[src/rtl/pio_input_edge_capture_if.sv]
// pio_input_edge_capture_if: Avalon-MM slave bus bundle for the PIO input port
//   address    - word address of the register
//   chipselect - slave select
//   write_n    - active-low write strobe, qualified by chipselect
//   writedata  - write data
//   readdata   - combinational read data, zero-extended above the port width
//   irq        - active-high level interrupt
interface pio_input_edge_capture_if;
   logic [1:0]  address;
   logic        chipselect;
   logic        write_n;
   logic [31:0] writedata;
   logic [31:0] readdata;
   logic        irq;
   modport master (output address, chipselect, write_n, writedata, input readdata, irq);
   modport slave  (input address, chipselect, write_n, writedata, output readdata, irq);
endinterface

[src/rtl/pio_input_edge_capture.sv]
// pio_input_edge_capture: Avalon-MM PIO input port with synchronizer, sticky edge capture and irq
//   clk       - system clock, rising edge
//   reset_n   - asynchronous active-low reset
//   i_in_port - asynchronous external inputs
//   bus       - Avalon-MM slave: 0 data (RO), 1 reserved, 2 irq_mask (RW), 3 edge_capture (W1C)
module pio_input_edge_capture #(
   parameter int WIDTH     = 18,
   parameter int EDGE_TYPE = 0
) (
   input  logic                          clk,
   input  logic                          reset_n,
   input  logic [WIDTH-1:0]              i_in_port,
   pio_input_edge_capture_if.slave       bus
);
   logic [WIDTH-1:0] r_sync_a, r_sync_b, r_prev, r_irq_mask, r_edge_capture;
   logic [1:0]       r_prime;
   logic [WIDTH-1:0] w_raw, w_edge, w_clr;
   logic             w_wr, w_unused;
   assign w_wr  = bus.chipselect & ~bus.write_n;
   assign w_raw = (EDGE_TYPE == 0) ? (r_sync_b & ~r_prev) :
                  (EDGE_TYPE == 1) ? (~r_sync_b & r_prev) : (r_sync_b ^ r_prev);
   // Edges are suppressed until the synchronizer pipeline holds real samples,
   // so inputs already high at reset release never look like a rising edge.
   assign w_edge = (r_prime == 2'd3) ? w_raw : '0;
   assign w_clr  = (w_wr && bus.address == 2'd3) ? bus.writedata[WIDTH-1:0] : '0;
   assign w_unused = ^bus.writedata;
   always_ff @(posedge clk or negedge reset_n) begin
      if (!reset_n) begin
         r_sync_a       <= '0;
         r_sync_b       <= '0;
         r_prev         <= '0;
         r_irq_mask     <= '0;
         r_edge_capture <= '0;
         r_prime        <= '0;
      end else begin
         r_sync_a       <= i_in_port;
         r_sync_b       <= r_sync_a;
         r_prev         <= r_sync_b;
         r_prime        <= (r_prime == 2'd3) ? r_prime : r_prime + 2'd1;
         r_irq_mask     <= (w_wr && bus.address == 2'd2) ? bus.writedata[WIDTH-1:0] : r_irq_mask;
         // A fresh edge beats a simultaneous clear of the same bit.
         r_edge_capture <= (r_edge_capture & ~w_clr) | w_edge;
      end
   end
   assign bus.readdata = (bus.address == 2'd0) ? 32'(r_sync_b) :
                         (bus.address == 2'd2) ? 32'(r_irq_mask) :
                         (bus.address == 2'd3) ? 32'(r_edge_capture) : 32'd0;
   assign bus.irq = |(r_edge_capture & r_irq_mask);
endmodule

[src/flat_wrapper.sv]
// flat-port wrapper written by rule: the top's interface ports become plain ports
module pio_input_edge_capture_flat 
#(
   parameter int WIDTH     = 18,
   parameter int EDGE_TYPE = 0
)
  (clk, reset_n, i_in_port, bus_address, bus_chipselect, bus_write_n, bus_writedata, bus_readdata, bus_irq);
  pio_input_edge_capture_if bus_i ();
  input  logic clk;
  input  logic reset_n;
  input  logic [WIDTH-1:0] i_in_port;
  input wire logic [$bits(bus_i.address)-1:0] bus_address;
  input wire logic [$bits(bus_i.chipselect)-1:0] bus_chipselect;
  input wire logic [$bits(bus_i.write_n)-1:0] bus_write_n;
  input wire logic [$bits(bus_i.writedata)-1:0] bus_writedata;
  output wire logic [$bits(bus_i.readdata)-1:0] bus_readdata;
  output wire logic [$bits(bus_i.irq)-1:0] bus_irq;
  assign bus_i.address = bus_address;
  assign bus_i.chipselect = bus_chipselect;
  assign bus_i.write_n = bus_write_n;
  assign bus_i.writedata = bus_writedata;
  assign bus_readdata = bus_i.readdata;
  assign bus_irq = bus_i.irq;
  pio_input_edge_capture #(.WIDTH(WIDTH), .EDGE_TYPE(EDGE_TYPE)) u_core (.clk(clk), .reset_n(reset_n), .i_in_port(i_in_port), .bus(bus_i));
endmodule
[config.mk]
export PLATFORM = sky130hd
export DESIGN_NAME = pio_input_edge_capture_flat
export DESIGN_NICKNAME = d
export VERILOG_FILES = /design/src/rtl/pio_input_edge_capture_if.sv /design/src/rtl/pio_input_edge_capture.sv /design/src/flat_wrapper.sv
export SDC_FILE = /design/constraint.sdc
export NUM_CORES = 1
export LEC_CHECK = 0
export ABC_AREA = 1
export BUFFER_PORTS_ARGS = -buffer_cell sky130_fd_sc_hd__buf_2
export CORE_ASPECT_RATIO = 1.4
export CORE_UTILIZATION = 57
export DETAILED_ROUTE_END_ITERATION = 16
export PLACE_DENSITY = 0.85
export REMOVE_ABC_BUFFERS = 1
export SLEW_MARGIN = 20
export SYNTH_ARGS = -nofsm -noshare
export SYNTH_HDL_FRONTEND = slang
export SYNTH_SLANG_ARGS = --single-unit
[constraint.sdc]
create_clock -name clk -period 1.85 [get_ports clk]
set_input_delay 0.4625 -clock clk [delete_from_list [all_inputs] [get_ports clk]]
set_output_delay 0.4625 -clock clk [all_outputs]
set_load 0.02 [all_outputs]
# Word level (Yosys, flattened, before mapping)
# Cells that the tools add are included.
# totals
regBits,92
in_bits,56
out_inout_bits,33
wordCells,27
# classes
addsub,1
n_eq_ne,3
muxes,5
n_bitwise,8
reduce_logical,4
# op_table
operator,n
32-bit 2-to-1 mux,2
18-bit AND,3
18-bit 2-to-1 mux,3
18-bit inverter,2
18-bit bitwise OR,1
18-bit OR reduction,1
"2-bit equality test, second input constant",3
"2-bit by 1-bit adder with 2-bit output, second input constant",1
1-bit logical AND,2
2-bit logical NOT,1
1-bit AND,1
1-bit inverter,1

# Logic depth before layout (Yosys ltp)
# logic_depth
depth_word,7
ltp_mapped,7
mapped_depth_nobuf,6

# Least setup slack after synthesis
# OpenSTA, ideal clock, no wires.
# synth_path
kind,input -> output
start,input bus_address[1]
end,output bus_readdata[10]
arrival_time_ps,1141
required_ps,1387
path_slack_ps,246
path_stages,4
n_path_buf,1
path_cell_list,nor2_2 -> buf_2 -> nand2_1 -> nand3_1
# synth_via
elab_chain_cells,4
elab_cells_between_ends,6
cone_classes,eq/ne (2); mux (3); reduce/logical (1)
# synth_rtl
element,line,rtl
start: declaration,flat_wrapper.sv:12,input wire logic [$bits(bus_i.address)-1:0] bus_address;
2-bit equality test,pio_input_edge_capture.sv:47,(bus.address == 2'd3) ? 32'(r_edge_capture) : 32'd0;
18-bit 2-to-1 mux,pio_input_edge_capture.sv:47,
32-bit 2-to-1 mux,pio_input_edge_capture.sv:46,(bus.address == 2'd2) ? 32'(r_irq_mask) :
32-bit 2-to-1 mux (*),pio_input_edge_capture.sv:45,assign bus.readdata = (bus.address == 2'd0) ? 32'(r_sync_b) :
end: declaration,flat_wrapper.sv:16,output wire logic [$bits(bus_i.readdata)-1:0] bus_readdata;
# Mark *: on every way between the ends. The rest lies on a longest branch, timed or not.

# Worst setup path in the final report
# layout_path
start,register u_core.r_irq_mask[14]
end,output bus_irq
# layout_via
elab_chain_cells,2
# layout_rtl
element,line,rtl
start: declaration,pio_input_edge_capture.sv:15,"logic [WIDTH-1:0] r_sync_a, r_sync_b, r_prev, r_irq_mask, r_edge_capture;"
start signal: assignment,pio_input_edge_capture.sv:40,r_irq_mask <= (w_wr && bus.address == 2'd2) ? bus.writedata[WIDTH-1:0] : r_irq_mask;
18-bit AND,pio_input_edge_capture.sv:48,assign bus.irq = |(r_edge_capture & r_irq_mask);
18-bit OR reduction,pio_input_edge_capture.sv:48,
end: declaration,flat_wrapper.sv:17,output wire logic [$bits(bus_i.irq)-1:0] bus_irq;
# Every way passes these cells.

==> flow_summary.ini <==
[run_status]
status = finished, violations left
violations = setup timing

[worst_hold_path]
whs_endpoint = u_core.r_sync_a[9]
worstHoldStart = i_in_port[9]
hp-class = primary input to flip-flop
min_path_cells = 1

[drt]
drt-total-wl_um = 6800
ant_nets = 0
dr.pass1.iters = 4
viasPerCell = 5.11
routedWlPerCell_um = 13.7
drt_iter0_markers = 108
route.detailed.drc = 0
vias = 2541

[global_routing]
grt_pass1_vias = 2489
grt_first_pass_wirelength_um = 11100
overflow = 0
antenna_found_initial = 0
grt_max_degree = 52
grt_util_all_layers = 0.223

[yosys]
netlist_area_um2 = 3610
synthTopCellsByCount = nand2_1 (115), dfrtp_1 (92), o21ai_2 (28)
synth_ff_type = dfrtp_1
yosysTopAreaCell = dfrtp_1
synth_seq_cells = 92
synth_cell_types = 24
ys_async_sr_fraction = 1.00
synth_top_area_share = 0.637
synth_cells = 346
synth_warnings = 0
avgSynthCellArea_um2 = 10.4
yosysSeqAreaShare = 0.637
yosys-top-cells-area = dfrtp_1 (64%), nand2_1 (12%), o21ai_2 (6.8%)
synth_edf_count = 0
post-synth-top-count-cell = nand2_1

[power]
swShare = 0.262
power.density_nw_per_um2 = 1010
ir_drop_mv = 0.640
pwr-share-clk = 0.332
sequentialPowerShare = 0.528
power_frac_comb = 0.140
totalPowerFinal_uw = 4290
leakage_uw = 0.00216
power.internal_uw = 3170
p_sw_uw = 1120

[die]
io_pins = 89
num_rows = 34
die_h_um = 96.2
dieArea_um2 = 6670
coreArea_um2 = 6170
start_util = 0.586
die_w_um = 69.3

[critical_path]
slowest_stage = dfrtp_1
worst_setup_path_start_kind = flip-flop
rr_endpoint = u_core.r_prime[1]
cp_max_fo = 2
slowest_delay_ns = 0.40
crit_type = flip-flop to output port
r2r_slack_ns = 0.63
arrival_ns = 1.43
crit_top_cell = nand2_1
path_cells = nand2_1, nand2_1, nor2_1, nand2_1, nor2_2, nand2_1, buf_2
endpoint_kind = output port
rr_worst_depth = 3
crit_required_ns = 1.39
timing.rr.start = u_core.r_prime[0]

[sta]
holdWs_ns = 0.201
fmax_ghz = 0.529
fin_setup_tns_ns = -0.0393
setup_viol_count_final = 1
finalCritPeriodShare = 1.02
skew_ns = 0.00987
rsz0062_at_grt = yes
hold_viol_final = 0
min_period_ns = 1.89
slew_viol_final = 0
fin_ws_ns = -0.0393

[cts]
cts_root_buffer = clkbuf_8
cts_tree = built
clk_pin_slew_ns = 0.09
clockBufferDepth = 2
cts_max_level = 3
cts_sinks = 92
clk_latency_ns = 0.35
cts_buffers = 9

[layout]
utilization = 0.686
insertedDiodeCount = 0
n_fill_cell = 449
layout-drive-gt1-share = 0.294
layout.nets = 477
syn2layout_area_growth_pct = 17.1

[placement]
io_buffers = 60
place.gp.congestion = 0.791
dp.final_hpwl_um = 4470

[run]
maxCapViolCount = 0
-- stage by stage --
stage,area (um^2),instances,setup slack [ns]
2_1_floorplan,3490,336,0.265
6_report,4230,497,-0.0393
5_1_grt,4230,497,-0.135
4_1_cts,4220,496,-0.0488
3_3_place_gp,3940,473,0.101
3_5_place_dp,3940,473,0.0826
-- cell usage in the layout, fill, tap and decap left out, types with 2 or more instances in the layout --
cell	count
nor2_1	4
nor2_2	2
buf_12	2
buf_2	59
o21ai_2	28
o21ai_1	8
o21ai_0	17
buf_4	11
clkbuf_8	13
conb_1	14
nand2_1	115
nand3b_1	2
nand3_1	17
dfrtp_1	92
inv_1	26
-- cell families after synthesis --
kind of cell | share of synthesized area
flip-flops | 0.637
adder cells (fa/ha/maj) | 0.00346
AO/OA/AOI/OAI | 0.105
multiplexers | 0.00312
AND/OR/NAND/NOR | 0.169
XOR/XNOR | 0.00242
buffers and inverters | 0.0789
other | 0.00104
-- area by class of cell --
cell class                      instances  area, um^2  share of cell area
Tap cell                               72        90.1              0.0213
Multi-Input combinational cell        216        1080               0.255
Timing Repair Buffer                   73         428               0.101
Sequential cell                        92        2300               0.544
Clock inverter                          3        42.5              0.0101
Inverter                               28         113              0.0266
Clock buffer                           13         179              0.0423
-- metal layers --
metal  track usage  up-vias  wire length, um
met3        0.0492       18              310
met4         0.153        0              189
met2         0.381       72             3650
met5             0        -                0
met1         0.253     1236             2640
li1              -     1215                -
-- power by group through the flow --
stage                     registers (uW)  clock network [uW]  logic [uW]
after floorplan                     2280                   0         370
after global placement              2290                   0         546
after detailed placement            2310                   0         567
after CTS                           2260                1450         603
after global routing                2280                1540         676
final                               2260                1430         599
-- state kept, by name, indices dropped and copies added, names as in the netlist --
signal	count
u_core.r_edge_capture	18
u_core.r_irq_mask	18
u_core.r_prev	18
u_core.r_sync_a	18
u_core.r_sync_b	18
u_core.r_prime	2
-- worst max-delay path: cells and delay by family, from the launching register on --
family	cells	cell delay (ns)
buf+inv	1	0.15
flops	1	0.40
simple gates	6	0.52
-- timing repair --
item                                    CTS  global route
buffers inserted                          6             1
pin swaps                                 0             0
endpoints found under the hold margin    20             0
hold buffers                              1             0
endpoints found under the setup margin    1             5
resized for setup                         1             1
-- worst max path at each step --
stage	start	endpoint	slack (ns)	cells past startpoint
floorplan	bus_address[1]	bus_readdata[0]	0.27	3
global placement	bus_address[0]	bus_readdata[17]	0.10	7
detailed placement	bus_address[0]	bus_readdata[2]	0.08	7
CTS	u_core.r_irq_mask[14]	bus_irq	-0.05	7
global route	u_core.r_irq_mask[16]	bus_irq	-0.13	7
finish	u_core.r_irq_mask[14]	bus_irq	-0.04	7
No activity file was read; power rests on OpenSTA's default activity.
